## config.mk

```make
export PLATFORM = sky130hd
export DESIGN_NAME = fetch_unit
export DESIGN_NICKNAME = d
export VERILOG_FILES = /design/src/rtl/fetch_pkg.sv /design/src/rtl/fetch_queue.sv /design/src/rtl/fetch_unit.sv
export SDC_FILE = /design/constraint.sdc
export NUM_CORES = 1
export LEC_CHECK = 0
export ABC_AREA = 1
export BUFFER_PORTS_ARGS = -buffer_cell sky130_fd_sc_hd__buf_2
export CAP_MARGIN = 10
export CORE_MARGIN = 4
export CORE_UTILIZATION = 55
export DETAILED_ROUTE_END_ITERATION = 6
export HOLD_SLACK_MARGIN = 0.03
export PLACE_DENSITY = 0.8
export SLEW_MARGIN = 20
export SYNTH_ARGS = -nofsm -noshare
export SYNTH_HDL_FRONTEND = slang
export SYNTH_SLANG_ARGS = --single-unit
```

## constraint.sdc

```tcl
create_clock -name clk -period 2.4 [get_ports clk]
set_clock_uncertainty 0.1 [all_clocks]
set_input_delay 0.48 -clock clk [delete_from_list [all_inputs] [get_ports clk]]
set_output_delay 0.48 -clock clk [all_outputs]
set_load 0.005 [all_outputs]
```

## src/rtl/fetch_pkg.sv

```systemverilog
// Shared types and constants for the instruction fetch unit.
package fetch_pkg;

   localparam int INST_W = 32;
   localparam logic [INST_W-1:0] NOP = 32'h00000013;

   typedef enum logic [1:0] {
      BOOT   = 2'd0,
      RUN    = 2'd1,
      HALTED = 2'd2
   } state_t;

endpackage

```

## src/rtl/fetch_queue.sv

```systemverilog
// Two-entry {instruction, pc} queue; entry 0 is always the head.
// Flush beats push/pop; push while full is only accepted alongside a pop.
module fetch_queue
   import fetch_pkg::*;
#(
   parameter int AW = 8
) (
   input  logic              clk,
   input  logic              rst_n,
   input  logic              push,
   input  logic              pop,
   input  logic              flush,
   input  logic [INST_W-1:0] push_inst,
   input  logic [AW-1:0]     push_pc,
   output logic [INST_W-1:0] head_inst,
   output logic [AW-1:0]     head_pc,
   output logic [1:0]        count
);

   logic [INST_W-1:0] inst0, inst1;
   logic [AW-1:0]     pc0, pc1;
   logic              do_pop, do_push;

   assign do_pop    = pop && (count != 2'd0);
   assign do_push   = push && ((count != 2'd2) || do_pop);
   assign head_inst = inst0;
   assign head_pc   = pc0;

   always_ff @(posedge clk or negedge rst_n) begin
      if (!rst_n) begin
         count <= 2'd0;
         inst0 <= NOP;
         inst1 <= NOP;
         pc0   <= '0;
         pc1   <= '0;
      end else if (flush) begin
         count <= 2'd0;
      end else begin
         case ({do_push, do_pop})
            2'b10: begin
               if (count == 2'd0) begin
                  inst0 <= push_inst;
                  pc0   <= push_pc;
               end else begin
                  inst1 <= push_inst;
                  pc1   <= push_pc;
               end
               count <= count + 2'd1;
            end
            2'b01: begin
               inst0 <= inst1;
               pc0   <= pc1;
               count <= count - 2'd1;
            end
            2'b11: begin
               // Occupancy unchanged: the new word lands behind whatever survives the pop.
               if (count == 2'd1) begin
                  inst0 <= push_inst;
                  pc0   <= push_pc;
               end else begin
                  inst0 <= inst1;
                  pc0   <= pc1;
                  inst1 <= push_inst;
                  pc1   <= push_pc;
               end
            end
            default: ;
         endcase
      end
   end

endmodule

```

## src/rtl/fetch_unit.sv

```systemverilog
// Instruction fetch: PC + BOOT/RUN/HALTED FSM feeding a 2-deep queue toward decode.
// A fetched word reaches the queue head one cycle later; fetch stalls when the queue is full and not popping.
module fetch_unit
   import fetch_pkg::*;
#(
   parameter int              NOAL     = 8,
   parameter logic [NOAL-1:0] RESET_PC = '0
) (
   input  logic              clk,
   input  logic              rst_n,
   output logic [NOAL-1:0]   imem_addr,
   input  logic [INST_W-1:0] imem_data,
   input  logic              redirect_valid,
   input  logic [NOAL-1:0]   redirect_pc,
   input  logic              halt_req,
   output logic              inst_valid,
   output logic [INST_W-1:0] inst,
   output logic [NOAL-1:0]   inst_pc,
   input  logic              inst_ready,
   output logic              halted
);

   state_t          state, state_nxt;
   logic [NOAL-1:0] pc;
   logic [1:0]      count;
   logic            pop, fetch;

   assign imem_addr  = pc;
   assign inst_valid = (count != 2'd0);
   assign pop        = inst_valid && inst_ready;

   always_ff @(posedge clk or negedge rst_n) begin
      if (!rst_n) state <= BOOT;
      else        state <= state_nxt;
   end

   always_comb begin
      state_nxt = state;
      if (redirect_valid) begin
         state_nxt = RUN;
      end else begin
         case (state)
            BOOT:    state_nxt = RUN;
            RUN:     if (halt_req) state_nxt = HALTED;
            HALTED:  state_nxt = HALTED;
            default: state_nxt = BOOT;
         endcase
      end
   end

   always_comb begin
      halted = (state == HALTED);
      fetch  = (state == RUN) && !halt_req && !redirect_valid &&
               ((count != 2'd2) || pop);
   end

   always_ff @(posedge clk or negedge rst_n) begin
      if (!rst_n)              pc <= RESET_PC;
      else if (redirect_valid) pc <= {redirect_pc[NOAL-1:2], 2'b00};
      else if (fetch)          pc <= pc + NOAL'(4);
   end

   fetch_queue #(.AW(NOAL)) u_queue (
      .clk       (clk),
      .rst_n     (rst_n),
      .push      (fetch),
      .pop       (pop),
      .flush     (redirect_valid),
      .push_inst (imem_data),
      .push_pc   (pc),
      .head_inst (inst),
      .head_pc   (inst_pc),
      .count     (count)
   );

endmodule

```

==> flow_metrics.tcl <==
set metrics [dict create \
    status "finished clean" \
    cts_tree "built" \
    finalSetupTns_ps 0 \
    dp.cells 770 \
    synth_area_per_cell_um2 7.40 \
    hold_class "primary input to register" \
    internal_power_mw 3.41 \
    hold_start "imem_data[0]" \
    switching_share_pct 38.5 \
    cts_buffers 9 \
    antenna_cells 0 \
    slowest_delay_ps 390 \
    yosys.area_share.adder_pct 1.97 \
    pwr-share-clk_pct 19.0 \
    ctsLongestPathBuffers 2 \
    via_count 4324 \
    max_freq_mhz 459 \
    grt_pass1_wl_um 19500 \
    die_h_um 97.9 \
    yosys.cell_types.count 25 \
    drc 0 \
    path_cells "inv_1, ha_1, nand2_1, nor2_2, nand2_1, nor2_4, nand2_2, buf_12, nand2_1, nand2_1" \
    synth_top_family_by_area "simple AND/OR/NAND/NOR gates" \
    fin_ws_ps 222 \
    timing.hold.ws_ps 250 \
    vdd_ir_drop_max_uv 572 \
    hold-path-endpoint "u_queue.inst1[0]" \
    pwr-share-comb_pct 35.7 \
    synth_top_area_share_pct 45.6 \
    crit_type "register to register" \
    ys_seq_elements 87 \
    ys_seq_area_share_pct 49.1 \
    seqPwrFrac_pct 45.2 \
    synth_xor_area_share_pct 0.197 \
    cp_max_fo 28 \
    design_area_um2 5210 \
    rrSetupSlack_ps 220 \
    syn_inst 601 \
    start_kind "register" \
    worst_r2r_startpoint "state[1]" \
    gp_congestion 0.836 \
    drt-total-wl_um 11600 \
    synthesis.area_um2 4450 \
    finalCriticalPeriod_ps 2180 \
    crit_family "simple AND/OR/NAND/NOR gates" \
    synth_enable_flop_cells 0 \
    hold_violations 0 \
    min_path_cells 3 \
    grt_pass1_vias 4175 \
    final_antenna_net_count 0 \
    synth_compound_area_share_pct 1.66 \
    via_per_inst 5.49 \
    synth.area.top_cells "dfrtp_1 46%, nand2_1 23%, nand3_1 16%, dfstp_2 3.5%, buf_2 2.1%" \
    rsz0062_at_grt "false" \
    fin_crit_sh_pct 90.7 \
    hpwlAfterDp_um 7530 \
    synth.most_common_cell "nand2_1" \
    setup_viol 0 \
    power_mw 5.54 \
    arrival_ps 2340 \
    slew_headroom_pct 60.5 \
    cp.required_ps 2560 \
    synthMuxAreaShare_pct 0 \
    die_area_um2 9590 \
    place_ws_ps 241 \
    cts_resized 0 \
    setup.worst_path.end_class "register" \
    io_buffers 90 \
    critPathLaunch "state[1]" \
    h-tree-depth 3 \
    start_util_pct 57.0 \
    drtIter0Drc 407 \
    worstPathBufferInverterCount 2 \
    layoutNonFillerInstCount 787 \
    clock-root-buffer "clkbuf_8" \
    synthArstFlopShare_pct 100 \
    area_delta_synth_final_pct 17.0 \
    switchingPower_mw 2.13 \
    die_x_um 97.9 \
    clk_pin_slew_ps 90 \
    powerDensity_nw_per_um2 1060 \
    clk_latency_ps 360 \
    grtUsageTotal_pct 24.6 \
    cts.sinks 87 \
    grt_overflow 0 \
    core_um2 7810 \
    worstMarginPinSlew_ps 591 \
    critPathSlowestCell "dfrtp_1" \
    grt_max_degree 44 \
    antenna_found_initial 0 \
    ys_warn_count 0 \
    crit_top_cell "nand2_1" \
    p_leak_nw 2.95 \
    maxCapViolCount 0 \
    synth_top_area_cell "dfrtp_1" \
    firstDrtPassIters 5 \
    rows 32 \
    reg2reg_depth 10 \
    ys.flop_type "dfrtp_1" \
    slew_viol_final 0 \
    reg2reg_to "u_queue.inst1[30]" \
    layout.nets 732 \
    io_pins 95 \
    drive_above_1_share_pct 20.0 \
    post_drt_wl_per_cell_um 14.7 \
    synthSimpleGateAreaFrac_pct 41.4 \
    post-route-util_pct 66.7 \
    ys_top_cells_by_count "277 x nand2_1, 145 x nand3_1, 81 x dfrtp_1" \
    place_area_um2 5000 \
]
-- timing repair --
item / in CTS / in global routing
setup buffers: 0 / 0
hold endpoints to repair: 28 / 0
hold buffers: 1 / 0
-- routing by layer --
metal	part of all wire, %	wire [µm]	global-route usage [%]	up-vias
met2	48	5520	40.2	210
met5	0	0	0	-
met4	1.6	180	8.41	0
met3	8.1	936	4.93	21
met1	43	4940	33.0	2018
li1	-	-	-	2075
-- worst register-to-register path: stages, from the launching register on --
cell,delay [ps]
dfrtp_1,390
inv_1,100
ha_1,200
nand2_1,130
nor2_2,240
nand2_1,190
nor2_4,130
nand2_2,220
buf_12,260
nand2_1,70
nand2_1,50
-- layout by cell type (no fill, tap or decap), types with 4 or more instances in the layout --
cell and n:
buf_4 15, clkbuf_8 9, buf_2 89, dfstp_2 6, dfrtp_1 81, nor2_1 7, nand2_1 277, o21ai_0 5
ha_1 7, nand3_1 145, a21oi_1 4, inv_1 10
-- worst max-delay path by stage --
stage / end / slack [ps] / cells after the start
after floorplan: u_queue.pc1[5] / 640 / 11
after global placement: u_queue.pc1[5] / 330 / 10
after detailed placement: u_queue.pc1[7] / 240 / 10
after CTS: u_queue.inst1[30] / 230 / 10
after global routing: u_queue.inst1[30] / 50 / 10
final: u_queue.inst1[30] / 220 / 10
-- power groups by stage --
stage	registers, mW	logic, mW	clock network [mW]
after CTS	2.50	2.00	1.06
after floorplan	2.49	1.24	0
after global routing	2.58	2.26	1.12
after detailed placement	2.52	1.99	0
after global placement	2.49	1.90	0
final	2.51	1.98	1.05
-- area by class of cell --
type,count,area (µm²)
tap,102,128
clock inverter,6,67.6
fill,667,2600
clock buffer,10,128
inverter,14,52.6
sequential,87,2180
multi-input combinational,460,2020
timing repair buffer,108,628
-- logic make-up (layout without fill, tap and decap cells) --
kind of cell / after synthesis / count (layout)
XOR/XNOR: 1 / 1
other: 1 / 2
buffers and inverters: 55 / 138
flip-flops: 87 / 87
AND/OR/NAND/NOR: 436 / 436
adder cells (fa/ha/maj): 7 / 7
AO/OA/AOI/OAI: 14 / 14
-- state kept, by name, indices dropped and copies added (netlist names) --
name               flops
u_queue.head_pc        7
u_queue.count          2
u_queue.head_inst     32
state                  2
u_queue.pc1            6
imem_addr              6
u_queue.inst1         32
No activity file was read; power rests on OpenSTA's default activity.
